<file path="config.mk">
export PLATFORM = sky130hd
export DESIGN_NAME = spi_flash_seq
export DESIGN_NICKNAME = d
export VERILOG_FILES = /design/src/rtl/spi_flash_seq_pkg.sv /design/src/rtl/spi_flash_seq_fifo.sv /design/src/rtl/spi_flash_seq.sv
export SDC_FILE = /design/constraint.sdc
export NUM_CORES = 1
export LEC_CHECK = 0
export ABC_AREA = 1
export CAP_MARGIN = 20
export CORE_MARGIN = 5
export CORE_UTILIZATION = 60
export CTS_CLUSTER_SIZE = 40
export DETAILED_ROUTE_END_ITERATION = 8
export PLACE_DENSITY = 0.92
export SYNTH_ARGS = -nofsm -noshare
export SYNTH_HDL_FRONTEND = slang
export SYNTH_HIERARCHICAL = 1
export SYNTH_SLANG_ARGS = --single-unit
</file>
<file path="constraint.sdc">
create_clock -name xclk -period 4.5 [get_ports xclk]
set_clock_uncertainty 0.1 [all_clocks]
set_input_delay 0.675 -clock xclk [delete_from_list [all_inputs] [get_ports xclk]]
set_output_delay 0.675 -clock xclk [all_outputs]
set_load 0.05 [all_outputs]
</file>
<file path="src/rtl/spi_flash_seq_pkg.sv">
// Shared constants and types for the SPI-flash read sequencer.
// Latency: n/a (declarations only).
// Backpressure: n/a.
package spi_seq_pkg;

  // Bus register map (STATUS read and CTRL write share address 5)
  localparam logic [2:0] REG_CMD   = 3'd0;
  localparam logic [2:0] REG_ADDR0 = 3'd1;
  localparam logic [2:0] REG_ADDR1 = 3'd2;
  localparam logic [2:0] REG_ADDR2 = 3'd3;
  localparam logic [2:0] REG_LEN   = 3'd4;
  localparam logic [2:0] REG_CTRL  = 3'd5;
  localparam logic [2:0] REG_STAT  = 3'd5;
  localparam logic [2:0] REG_DATA  = 3'd6;
  localparam logic [2:0] REG_CNT   = 3'd7;

  // CTRL write bit positions
  localparam int CTRL_GO      = 0;
  localparam int CTRL_ABORT   = 1;
  localparam int CTRL_ADDR_EN = 2;
  localparam int CTRL_IRQ_EN  = 3;

  // Byte clocked out during the data phase and returned on an empty pop
  localparam logic [7:0] FILL_BYTE = 8'hFF;

  typedef enum logic [2:0] {
    ST_IDLE,
    ST_CS_SETUP,
    ST_LOAD,
    ST_SEND,
    ST_WAIT_HI,
    ST_WAIT_LO,
    ST_CAPTURE,
    ST_DESEL
  } seq_state_e;

  // Which byte of the transaction is being shifted
  typedef enum logic [2:0] {
    PH_CMD,
    PH_ADDR2,
    PH_ADDR1,
    PH_ADDR0,
    PH_DATA
  } seq_phase_e;

  // Phase that follows a completed byte; the address is skipped when disabled
  function automatic seq_phase_e next_phase(input seq_phase_e ph, input logic addr_en);
    case (ph)
      PH_CMD:   next_phase = addr_en ? PH_ADDR2 : PH_DATA;
      PH_ADDR2: next_phase = PH_ADDR1;
      PH_ADDR1: next_phase = PH_ADDR0;
      default:  next_phase = PH_DATA;
    endcase
  endfunction

endpackage

</file>
<file path="src/rtl/spi_flash_seq_fifo.sv">
// Synchronous byte FIFO holding received flash data for the CPU.
// Latency: a push is visible at the head one cycle later; the head is read combinationally.
// Backpressure: push while full and pop while empty are dropped; an empty pop reads FILL_BYTE.
module seq_fifo
  import spi_seq_pkg::*;
#(
  parameter int DEPTH = 8
) (
  input  logic                     xclk,
  input  logic                     rst,
  input  logic                     push,
  input  logic [7:0]               push_dat,
  input  logic                     pop,
  output logic [7:0]               pop_dat,
  output logic                     full,
  output logic                     empty,
  output logic [$clog2(DEPTH):0]   count
);

  localparam int AW = $clog2(DEPTH);
  localparam int CW = AW + 1;

  logic [7:0]    mem_q [DEPTH];
  logic [7:0]    mem_d [DEPTH];
  logic [AW-1:0] wr_ptr_q, wr_ptr_d;
  logic [AW-1:0] rd_ptr_q, rd_ptr_d;
  logic [CW-1:0] count_q, count_d;
  logic          do_push, do_pop;

  assign full    = (count_q == CW'(DEPTH));
  assign empty   = (count_q == '0);
  assign count   = count_q;
  assign do_push = push && !full;
  assign do_pop  = pop && !empty;
  assign pop_dat = empty ? FILL_BYTE : mem_q[rd_ptr_q];

  // Pointer, storage and occupancy update; push+pop together leaves count alone
  always_comb begin
    mem_d    = mem_q;
    wr_ptr_d = wr_ptr_q;
    rd_ptr_d = rd_ptr_q;
    count_d  = count_q;
    if (do_push) begin
      mem_d[wr_ptr_q] = push_dat;
      wr_ptr_d        = wr_ptr_q + AW'(1);
    end
    if (do_pop) begin
      rd_ptr_d = rd_ptr_q + AW'(1);
    end
    case ({do_push, do_pop})
      2'b10:   count_d = count_q + CW'(1);
      2'b01:   count_d = count_q - CW'(1);
      default: count_d = count_q;
    endcase
  end

  // Control state: reset empties the FIFO
  always_ff @(posedge xclk) begin
    if (rst) begin
      wr_ptr_q <= '0;
      rd_ptr_q <= '0;
      count_q  <= '0;
    end else begin
      wr_ptr_q <= wr_ptr_d;
      rd_ptr_q <= rd_ptr_d;
      count_q  <= count_d;
    end
  end

  // Storage carries no reset; unoccupied entries are never read
  always_ff @(posedge xclk) begin
    mem_q <= mem_d;
  end

endmodule

</file>
<file path="src/rtl/spi_flash_seq.sv">
// SPI-flash read sequencer: CS, command, optional 24-bit address, LEN fill bytes into a receive FIFO.
// Latency: seq_busy rises the cycle after GO; one engine byte per LOAD..CAPTURE loop (engine-paced).
// Backpressure: a full receive FIFO stalls the data phase in LOAD with CS_b held low.
module spi_flash_seq
  import spi_seq_pkg::*;
#(
  parameter int FIFO_DEPTH = 8,
  parameter int CS_HOLD    = 2
) (
  input  logic       xclk,
  input  logic       rst,
  input  logic [2:0] bus_addr,
  input  logic [7:0] bus_din,
  input  logic       bus_wr,
  input  logic       bus_rd,
  output logic [7:0] bus_dout,
  output logic [7:0] eng_din,
  output logic       eng_start,
  input  logic       eng_busy,
  input  logic [7:0] eng_dout,
  output logic       CS_b,
  output logic       seq_busy,
  output logic       irq_b
);

  localparam int CW = $clog2(FIFO_DEPTH) + 1;
  localparam int HW = (CS_HOLD > 1) ? $clog2(CS_HOLD) : 1;

  seq_state_e    state_q, state_d;
  seq_phase_e    phase_q, phase_d;
  logic [7:0]    cmd_q, cmd_d;
  logic [23:0]   addr_q, addr_d;
  logic [7:0]    len_q, len_d;
  logic          addr_en_q, addr_en_d;
  logic          irq_en_q, irq_en_d;
  logic          done_q, done_d;
  logic          abort_q, abort_d;
  logic [8:0]    data_left_q, data_left_d;
  logic [HW-1:0] hold_cnt_q, hold_cnt_d;
  logic          cs_b_q, cs_b_d;
  logic          eng_start_q, eng_start_d;
  logic [7:0]    eng_din_q, eng_din_d;
  logic          seq_busy_q, seq_busy_d;

  logic          ctrl_wr, go_req, abort_req, stat_rd, desel_go;
  logic          fifo_push, fifo_pop, fifo_full, fifo_empty;
  logic [7:0]    fifo_dat;
  logic [CW-1:0] fifo_count;

  assign ctrl_wr   = bus_wr && (bus_addr == REG_CTRL);
  assign go_req    = ctrl_wr && bus_din[CTRL_GO] && (state_q == ST_IDLE);
  assign abort_req = ctrl_wr && bus_din[CTRL_ABORT];
  assign stat_rd   = bus_rd && (bus_addr == REG_STAT);
  assign fifo_pop  = bus_rd && (bus_addr == REG_DATA);

  assign CS_b      = cs_b_q;
  assign eng_start = eng_start_q;
  assign eng_din   = eng_din_q;
  assign seq_busy  = seq_busy_q;
  assign irq_b     = !(irq_en_q && (done_q || (fifo_count >= CW'(FIFO_DEPTH / 2))));

  seq_fifo #(.DEPTH(FIFO_DEPTH)) u_fifo (
    .xclk     (xclk),
    .rst      (rst),
    .push     (fifo_push),
    .push_dat (eng_dout),
    .pop      (fifo_pop),
    .pop_dat  (fifo_dat),
    .full     (fifo_full),
    .empty    (fifo_empty),
    .count    (fifo_count)
  );

  // Read mux; address 6 shows the FIFO head that the same strobe pops
  always_comb begin
    bus_dout = FILL_BYTE;
    case (bus_addr)
      REG_STAT: bus_dout = {4'b0000, fifo_full, fifo_empty, done_q, seq_busy_q};
      REG_DATA: bus_dout = fifo_dat;
      REG_CNT:  bus_dout = 8'(fifo_count);
      default:  bus_dout = FILL_BYTE;
    endcase
  end

  // Register file and sequencer next-state
  always_comb begin
    state_d     = state_q;
    phase_d     = phase_q;
    cmd_d       = cmd_q;
    addr_d      = addr_q;
    len_d       = len_q;
    addr_en_d   = addr_en_q;
    irq_en_d    = irq_en_q;
    done_d      = done_q;
    abort_d     = abort_q;
    data_left_d = data_left_q;
    hold_cnt_d  = hold_cnt_q;
    cs_b_d      = cs_b_q;
    eng_start_d = 1'b0;
    eng_din_d   = eng_din_q;
    seq_busy_d  = seq_busy_q;
    fifo_push   = 1'b0;
    desel_go    = 1'b0;

    // Transaction setup is frozen while a transaction runs
    if (bus_wr && !seq_busy_q) begin
      case (bus_addr)
        REG_CMD:   cmd_d          = bus_din;
        REG_ADDR0: addr_d[7:0]    = bus_din;
        REG_ADDR1: addr_d[15:8]   = bus_din;
        REG_ADDR2: addr_d[23:16]  = bus_din;
        REG_LEN:   len_d          = bus_din;
        default:   ;
      endcase
    end
    // IRQ enable may change any time; ADDR_EN only between transactions
    if (ctrl_wr) begin
      irq_en_d = bus_din[CTRL_IRQ_EN];
      if (!seq_busy_q) begin
        addr_en_d = bus_din[CTRL_ADDR_EN];
      end
    end
    if (stat_rd) begin
      done_d = 1'b0;
    end
    // An abort while a byte is on the wire waits for that byte to finish
    if (abort_req && (state_q == ST_SEND || state_q == ST_WAIT_HI || state_q == ST_WAIT_LO)) begin
      abort_d = 1'b1;
    end

    case (state_q)
      ST_IDLE: begin
        if (go_req) begin
          state_d     = ST_CS_SETUP;
          cs_b_d      = 1'b0;
          seq_busy_d  = 1'b1;
          done_d      = 1'b0;
          abort_d     = 1'b0;
          phase_d     = PH_CMD;
          data_left_d = {1'b0, len_q};
        end
      end
      ST_CS_SETUP: begin
        if (abort_req) desel_go = 1'b1;
        else           state_d  = ST_LOAD;
      end
      ST_LOAD: begin
        if (abort_req) begin
          desel_go = 1'b1;
        end else begin
          case (phase_q)
            PH_CMD:   begin eng_din_d = cmd_q;         eng_start_d = 1'b1; end
            PH_ADDR2: begin eng_din_d = addr_q[23:16]; eng_start_d = 1'b1; end
            PH_ADDR1: begin eng_din_d = addr_q[15:8];  eng_start_d = 1'b1; end
            PH_ADDR0: begin eng_din_d = addr_q[7:0];   eng_start_d = 1'b1; end
            default: begin
              if (data_left_q == 9'd0) begin
                desel_go = 1'b1;
              end else if (!fifo_full) begin
                eng_din_d   = FILL_BYTE;
                eng_start_d = 1'b1;
              end
            end
          endcase
          if (eng_start_d) state_d = ST_SEND;
        end
      end
      ST_SEND: begin
        state_d = ST_WAIT_HI;
      end
      ST_WAIT_HI: begin
        if (eng_busy) state_d = ST_WAIT_LO;
      end
      ST_WAIT_LO: begin
        if (!eng_busy) state_d = ST_CAPTURE;
      end
      ST_CAPTURE: begin
        // Engine has settled eng_dout by now; only data bytes are kept
        if (phase_q == PH_DATA) begin
          fifo_push   = 1'b1;
          data_left_d = data_left_q - 9'd1;
        end
        phase_d = next_phase(phase_q, addr_en_q);
        if (abort_q || abort_req) desel_go = 1'b1;
        else                      state_d  = ST_LOAD;
      end
      ST_DESEL: begin
        if (hold_cnt_q == HW'(CS_HOLD - 1)) begin
          state_d    = ST_IDLE;
          seq_busy_d = 1'b0;
        end else begin
          hold_cnt_d = hold_cnt_q + HW'(1);
        end
      end
      default: state_d = ST_IDLE;
    endcase

    // Common exit into deselect; completion wins over a same-cycle STATUS read
    if (desel_go) begin
      state_d    = ST_DESEL;
      cs_b_d     = 1'b1;
      done_d     = 1'b1;
      abort_d    = 1'b0;
      hold_cnt_d = '0;
    end
  end

  // State and registered outputs
  always_ff @(posedge xclk) begin
    if (rst) begin
      state_q     <= ST_IDLE;
      phase_q     <= PH_CMD;
      cmd_q       <= '0;
      addr_q      <= '0;
      len_q       <= '0;
      addr_en_q   <= 1'b0;
      irq_en_q    <= 1'b0;
      done_q      <= 1'b0;
      abort_q     <= 1'b0;
      data_left_q <= '0;
      hold_cnt_q  <= '0;
      cs_b_q      <= 1'b1;
      eng_start_q <= 1'b0;
      eng_din_q   <= '0;
      seq_busy_q  <= 1'b0;
    end else begin
      state_q     <= state_d;
      phase_q     <= phase_d;
      cmd_q       <= cmd_d;
      addr_q      <= addr_d;
      len_q       <= len_d;
      addr_en_q   <= addr_en_d;
      irq_en_q    <= irq_en_d;
      done_q      <= done_d;
      abort_q     <= abort_d;
      data_left_q <= data_left_d;
      hold_cnt_q  <= hold_cnt_d;
      cs_b_q      <= cs_b_d;
      eng_start_q <= eng_start_d;
      eng_din_q   <= eng_din_d;
      seq_busy_q  <= seq_busy_d;
    end
  end

endmodule

</file>
======== Word-level counts from Yosys, hierarchy flattened ========
Cells that the tools add are included.
cells by class
  add/sub/neg operators ................... 6
  order comparisons ....................... 4
  equality and inequality tests ........... 34
  mux-type cells .......................... 53
  bitwise logic cells ..................... 5
  reductions and logical operators ........ 43
operator list
  kind                 number
  $bwmux 64            1
  $mux 8               6
  $mux 3               11
  $pmux 8 s4           1
  $eq 3x3->1 const B   9
  $bmux 8 s3           1
  $demux 8 s3          1
  $ne 3x3->1 const B   8
  $pmux 3 s8           1
  $pmux 8 s3           1
  $mux 1               22
  $eq 3x2->1 const B   6
  $mux 9               2
  $pmux 9 s2           1
  $reduce_and 2->1     8
  $logic_and 1x1->1    12
  $ne 5x1->1 const B   2
  $eq 3x1->1 const B   3
  $logic_not 3->1      3
  $logic_not 9->1      1
  $pmux 3 s3           1
  $sub 9x1->9 const B  1
  $ge 4x4->1 const B   2
  $not 3->4            2
  other kinds (25)     39
storage, ports and cells
  bits in registers ....................... 145
  word-level logic and storage cells ...... 173

======== Depth between registers and ports, before layout ========
Gate-level depths: netlist of run 1.
  depth in word-level cells ............... 10
  depth in mapped cells ................... 15

======== Hierarchy ========
Netlist of run 1, hierarchy kept.
by module, submodules not included
  module         times used  cells each  area each (um^2)  seq. area each (um^2)
  spi_flash_seq  1           474         3400.8            1421.4
  seq_fifo       1           286         3129.3            2122.0

======== Worst setup path before layout of run 1 ========
OpenSTA, ideal clock, no wires.
  path kind ............................... input to register
  from .................................... in bus_addr[1]
  to ...................................... reg u_fifo.count_q[2], in the netlist u_fifo/count[2]
  library setup time ...................... 0.115 ns
  data arrival time ....................... 2.366 ns
  path slack .............................. 1.919 ns
  stages on the path ...................... 15
  buffers on the path ..................... 0
  cells stage by stage .................... inv_1 nor2_1 inv_1 nor3_1 nand2_4 inv_2 ha_1 nand2_1 inv_1 nor2_2 ha_1 a21oi_1 xnor2_1 o21ai_0 inv_1
between the ends
  longest elaborated chain between the ends .. 5
  elaborated cells on any way between the ends .. 7
RTL lines
  what                                                    RTL line                  source
  start: declaration                                      spi_flash_seq.sv:12       input logic [2:0] bus_addr,
  $eq 3x3->1 *                                            spi_flash_seq.sv:54       assign fifo_pop = bus_rd && (bus_addr == REG_DATA);
  $logic_and 1x1->1 *                                     spi_flash_seq.sv:54
  via fifo_pop                                            spi_flash_seq.sv:46       logic fifo_push, fifo_pop, fifo_full, fifo_empty;
  $logic_and 1x1->1 *                                     spi_flash_seq_fifo.sv:34  assign do_pop = pop && !empty;
  via u_fifo.do_pop                                       spi_flash_seq_fifo.sv:28  logic do_push, do_pop;
  $eq 2x1->1 / $eq 2x2->1 (equally long branches)         spi_flash_seq_fifo.sv:50  case ({do_push, do_pop})
  $pmux 4 s2 / $reduce_bool 2->1 (equally long branches)  -
  end signal: assignment                                  spi_flash_seq_fifo.sv:66  count_q <= count_d;
  end: declaration                                        spi_flash_seq_fifo.sv:27  logic [CW-1:0] count_q, count_d;
Mark *: on every way through the listed nets, which the timed path passes. The rest lies on a longest branch.
A chain may end at the register's enable or synchronous reset.

======== Final worst setup path of run 1 ========
  from .................................... in bus_addr[2]
  to ...................................... out bus_dout[2]
between the ends
  longest elaborated chain between the ends .. 2
  elaborated cells on any way between the ends .. 4
RTL lines
  what              RTL line             source
  $eq 3x3->1        spi_flash_seq.sv:77  case (bus_addr)
  $pmux 8 s3 *      spi_flash_seq.sv:77
  end: declaration  spi_flash_seq.sv:16  output logic [7:0] bus_dout,
Every way passes the cells marked *; elsewhere a longest branch is shown, timed or not.

==> results_dict.tcl, run 1 <==
set metrics [dict create \
    status "completed" \
    die_w_um 114.3 \
    met1_length_um 6687 \
    stdcell_area_mm2 0.007662 \
    grt_max_degree 38 \
    yosysWarnings 6 \
    hold_viol 0 \
    synth.most_common_cell "nand2_1" \
    worstPathCellList "clkdlybuf4s50_1 -> inv_2 -> nor2_1 -> nand3_1 -> clkdlybuf4s50_1" \
    cts_buffers 17 \
    ir_drop_mv 0.3411 \
    top_level_ports 44 \
    worstHoldPathCells 2 \
    pre_cts_ws_ps 739.1 \
    required_ps 3720 \
    arrival_ps 3050 \
    wl_met3_um 1688 \
    vias 5744 \
    synth.distinct_cells 39 \
    combPwrFrac 0.145 \
    fin_ws_ps 678.8 \
    internal_power_mw 2.405 \
    grt_pass1_vias 5514 \
    wl_per_cell_um 17.57 \
    instances_no_fill 958 \
    cpMaxStageDelayCell "clkdlybuf4s50_1" \
    hpwlAfterDp_um 10630 \
    fmax_mhz 261.7 \
    post-route-period-util 0.8492 \
    ant_nets 0 \
    critPathBufInv 3 \
    initial_core_util 0.6077 \
    cts_buffer_depth 2 \
    synth_ff_type "dfxtp_1" \
    cap_viol_max_count 0 \
    yosysTopAreaCellShare 0.2943 \
    sequentialPowerShare 0.439 \
    core_mm2 0.01075 \
    grt_first_pass_wirelength_um 27030 \
    cts_hold_buf 0 \
    syn2layout_area_growth_pct 17.34 \
    synthTopCellsByArea "edfxtp_1 29%, dfxtp_1 25%, nand2_1 8.4%, nand3_1 6.4%, o21ai_0 5.4%" \
    postCtsSetupBuffers 0 \
    dieHeight_um 114.3 \
    critPathKind "input port to primary output" \
    clkLatencyLatePin_ps 540 \
    gr-total-overflow 0 \
    rsz0062_at_grt "false" \
    htree_levels 4 \
    antenna_found_initial 0 \
    fillCellCount 732 \
    layout_min_cycle_time_ps 3821 \
    synth-edff-count 64 \
    dieArea_mm2 0.01307 \
    fin_nets 836 \
    synth_top_area_cell "edfxtp_1" \
    synth_cells 760 \
    post_cts_resized 0 \
    drt_iter0_drc 877 \
    p_per_area_mw_per_mm2 436.6 \
    dp_cells 926 \
    clockRootBuffer "clkbuf_8" \
    synthTopCellsByCount "147 x nand2_1, 87 x nor2_1, 83 x nand3_1" \
    drt-pass1-iter-count 7 \
    path_common_cell "clkdlybuf4s50_1" \
    area.sequential_mm2 0.003543 \
    io_buffers 43 \
    postSynthAreaPerCell_um2 8.592 \
    cts_sinks 145 \
    synth_seq_cells 145 \
    hold_path_class "flip-flop to flip-flop" \
    slew_headroom 0.3304 \
    path_depth 5 \
    gp_congestion 0.8796 \
    diodes 0 \
    critical_path.top_delay_family "buffers and inverters" \
    synth_nets 791 \
    cts_tree "done" \
    synth_area_mm2 0.006530 \
    track_usage 0.2677 \
    final-setup-viol-count 0 \
    routed_wl_um 16830 \
    setup-tns-final_ps 0 \
    power_leakage_nw 3.045 \
    multi_input_area_mm2 0.002570 \
    reg2reg_depth 9 \
    async_reset_ff_frac 0 \
    endpoint_kind "primary output" \
    clkPwrFrac 0.416 \
    sw_frac_of_total 0.2811 \
    wl_met2_um 7781 \
    max_stage_delay_ps 760 \
    drv_slew 0 \
    fp-row-count 38 \
    crit_path_max_fanout 8 \
    cts.clk_slew.worst_paths_ps 60 \
    drive_gt1_frac 0.1027 \
    top_layer "met4" \
    drc_errors 0 \
    synth.yosys.seq_area_share 0.5426 \
    worstMarginPinSlew_ps 1001 \
    cp-start-kind "input port" \
    p_switching_uw 940.4 \
    routed_via_density 5.996 \
    placed_cell_area_mm2 0.007068 \
]
-- stage by stage --
stage                     hold slack, ps    util  power [mW]
after floorplan                    322.9       -       1.819
after global placement             333.3  0.6578       1.957
after detailed placement           338.5  0.6578       1.967
after CTS                          347.6  0.7131       3.350
after global routing               374.8  0.7131       3.465
final                              344.9  0.7131       3.346
-- flip-flops by register name, indices dropped and copies added, names as in the netlist --
name	flops
abort_q	1
phase_q	3
len_q	8
u_fifo/wr_ptr_q	3
cmd_q	8
addr_q	24
eng_din	8
u_fifo/count	4
irq_en_q	1
done_q	1
eng_start	1
seq_busy	1
u_fifo/mem_q	64
addr_en_q	1
hold_cnt_q	1
state_q	3
u_fifo/rd_ptr_q	3
data_left_q	9
CS_b	1
-- final timing paths --
check	from	end	slack, ps
worst max-delay path	bus_addr[2]	bus_dout[2]	680
worst min-delay path	len_q[2]	len_q[2]	340
worst max register to register	state_q[0]	u_fifo/mem_q[6]	1480
worst min register to register	len_q[2]	len_q[2]	340
-- power groups by stage --
stage | clock (mW) | sequential (mW) | combinational, mW
3_5_place_dp | 0 | 1.49 | 0.473
6_report | 1.39 | 1.47 | 0.485
5_1_grt | 1.46 | 1.47 | 0.526
3_3_place_gp | 0 | 1.49 | 0.464
2_1_floorplan | 0 | 1.57 | 0.245
4_1_cts | 1.40 | 1.47 | 0.480
-- layout by cell type (no fill, tap or decap), types with 4 or more instances in the layout --
cell	instances
nand2_1	147
nor2_1	87
nand3_1	83
dfxtp_1	81
o21ai_0	71
edfxtp_1	64
inv_1	63
a21oi_1	43
clkdlybuf4s50_1	43
clkbuf_16	17
inv_2	15
a22oi_1	9
nor2_2	9
nand4_1	7
a31oi_1	7
ha_1	7
buf_4	7
a221oi_1	6
inv_6	5
nor2_4	4
clkbuf_8	4
-- layout make-up --
cell class,count,area share
Clock inverter,11,0.01486
Clock buffer,21,0.06270
Multi-Input combinational cell,512,0.3354
Timing Repair Buffer,50,0.06303
Sequential cell,145,0.4624
Tap cell,140,0.02286
Inverter,79,0.03870
-- tightest hold or removal path: cells and delay by family (launching register included) --
kind / cells / cell delay, ps
compound gates: 1 / 50
buf+inv: 1 / 50
flops: 1 / 310
-- cell families (layout without fill, tap and decap cells) --
family,count (synthesis),count (layout),share of synthesized area
AO/OA/AOI/OAI,146,146,0.1240
AND/OR/NAND/NOR,354,354,0.2495
adder cells (fa/ha/maj),7,7,0.01341
buffers and inverters,103,161,0.06380
flip-flops,145,145,0.5426
XOR/XNOR,5,5,0.006707
-- per-layer routing --
layer	vias up	track usage
li1	2660	-
met1	2627	0.3455
met2	379	0.4153
met3	78	0.07611
met4	0	0.1322
met5	-	0
(Power assumes the default switching activity.)
==> run 2, diff against run 1 <==
Settings changed: CORE_UTILIZATION 60 to 53, PLACE_DENSITY 0.92 to 0.87.
Clock period 4.5 ns to 3.33 ns, I/O delays scaled along.
==> results_dict.tcl, run 2 (synthesis gave the netlist of run 1 again) <==
set metrics [dict create \
    p_switching_mw 1.190 \
    cts_buffer_depth 2 \
    clockRootBuffer "clkbuf_16" \
    sw_frac_of_total 0.2600 \
    cap_viol_max_count 0 \
    gp_congestion 0.9269 \
    postCtsSetupBuffers 0 \
    crit_path_max_fanout 34 \
    worstHoldPathCells 2 \
    drive_gt1_frac 0.1170 \
    cp-start-kind "flip-flop" \
    endpoint_kind "primary output" \
    rr_startpoint "phase_q[2]" \
    final-setup-viol-count 0 \
    hpwlAfterDp_um 10190 \
    gr-total-overflow 0 \
    cts_tree "done" \
    clkLatencyLatePin_ps 430 \
    arrival_ps 2100 \
    initial_core_util 0.5414 \
    holdWs_ps 351.9 \
    instances_no_fill 997 \
    fillCellCount 921 \
    dieArea_mm2 0.01464 \
    drt-pass1-iter-count 5 \
    regToRegSetupSlack_ps 750 \
    drc_errors 0 \
    sequentialPowerShare 0.434 \
    io_buffers 43 \
    cts_buffers 17 \
    critPathKind "flip-flop to primary output" \
    hold_viol 0 \
    grt_first_pass_wirelength_um 25580 \
    dieHeight_um 121 \
    antenna_found_initial 0 \
    wl_per_cell_um 15.83 \
    grt_max_degree 62 \
    cts_sinks 145 \
    largest_register_ffs 64 \
    diodes 0 \
    slew_headroom 0.5364 \
    cts_hold_buf 0 \
    vias 5487 \
    fin_nets 847 \
    rsz0062_at_grt "false" \
    drv_slew 0 \
    die_w_um 121 \
    layout_min_cycle_time_ps 2695 \
    timing.rr.end "u_fifo/count[2]" \
    grt_pass1_vias 5198 \
    fp-row-count 40 \
    required_ps 2730 \
    dp_cells 965 \
    reg2reg_depth 13 \
    setup-tns-final_ps 0 \
    syn2layout_area_growth_pct 19.52 \
    worstMarginPinSlew_ps 691.6 \
    ant_nets 0 \
    cts.clk_slew.worst_paths_ps 60 \
    p_per_area_mw_per_mm2 586.5 \
    routed_via_density 5.504 \
    clkPwrFrac 0.422 \
    ir_drop_mv 0.3691 \
    routed_wl_um 15780 \
    track_usage 0.2229 \
    top_level_ports 44 \
    core_mm2 0.01206 \
    reg_top3 "u_fifo/mem_q x64, addr_q x24, data_left_q x9" \
    post_cts_resized 0 \
    status "completed" \
    hp-start "len_q[2]" \
    internal_power_mw 3.388 \
    final_common_cell "nand2_1" \
    post-route-period-util 0.8093 \
    htree_levels 4 \
    hold_path_class "flip-flop to flip-flop" \
    power_leakage_nw 3.127 \
    drt_iter0_drc 778 \
    largest-register "u_fifo/mem_q" \
    hold_end "len_q[2]" \
    fmax_mhz 371.1 \
    combPwrFrac 0.144 \
    final_cell_mix "147 x nand2_1, 87 x nor2_1, 83 x nand3_1" \
]
run 2: cell types whose count changed in the layout (fill, tap and decap cells not counted), moves of 4 or more:
cell and change:
inv_6 -5, clkdlybuf4s50_1 -8, clkbuf_8 -4, buf_4 +16
run 2: per-stage QoR:
stage / utilization / power [mW] / cell area, µm² / worst slack (ps)
after CTS: 0.6471 / 4.589 / 7805 / 625.1
after global placement: 0.5972 / 2.656 / 7203 / 332.5
after detailed placement: 0.5972 / 2.671 / 7203 / 304.7
after floorplan: - / 2.458 / 6530 / 924.4
final: 0.6471 / 4.578 / 7805 / 634.9
after global routing: 0.6471 / 4.745 / 7805 / 436.1
run 2: worst max path at each step:
stage,start,end,slack (ps),cells past startpoint
floorplan,bus_addr[1],u_fifo/count[2],920,15
global placement,bus_addr[1],u_fifo/count[2],330,16
detailed placement,bus_addr[1],u_fifo/count[2],300,16
CTS,u_fifo/rd_ptr_q[0],bus_dout[3],630,8
global route,bus_addr[1],u_fifo/count[2],440,16
finish,u_fifo/rd_ptr_q[0],bus_dout[3],630,8
run 2: critical path, cell delays in order (launching register included):
cell and delay, ps:
dfxtp_1 320, inv_2 440, nand2_1 110, nand3_1 110
nand3_1 90, nand3_1 150, a22oi_1 90, o211ai_1 160
buf_12 180
run 2: per-layer routing:
metal / wire length [µm] / GRT usage / vias to the layer above
met2: 7471 / 0.3480 / 225
met1: 6688 / 0.2925 / 2553
li1: - / - / 2680
met5: 0 / 0 / -
met4: 282 / 0.09207 / 0
met3: 1339 / 0.06200 / 29
run 2: power by group through the flow:
stage          Combinational (mW)  Sequential (mW)  Clock (mW)
2_1_floorplan               0.331             2.13           0
3_3_place_gp                0.639             2.02           0
3_5_place_dp                0.651             2.02           0
4_1_cts                     0.656             1.99        1.95
5_1_grt                     0.716             2.00        2.03
6_report                    0.658             1.99        1.93
run 2: layout make-up:
class                   count  area, µm²  share of cell area
flip-flops and latches    145       3543              0.4540
multi-input cells         512       2570              0.3293
repair buffers             61      583.1             0.07470
clock buffers              20      436.7             0.05595
inverters                  79      296.5             0.03799
well taps                 168      210.2             0.02693
clock inverters            12      165.2             0.02116
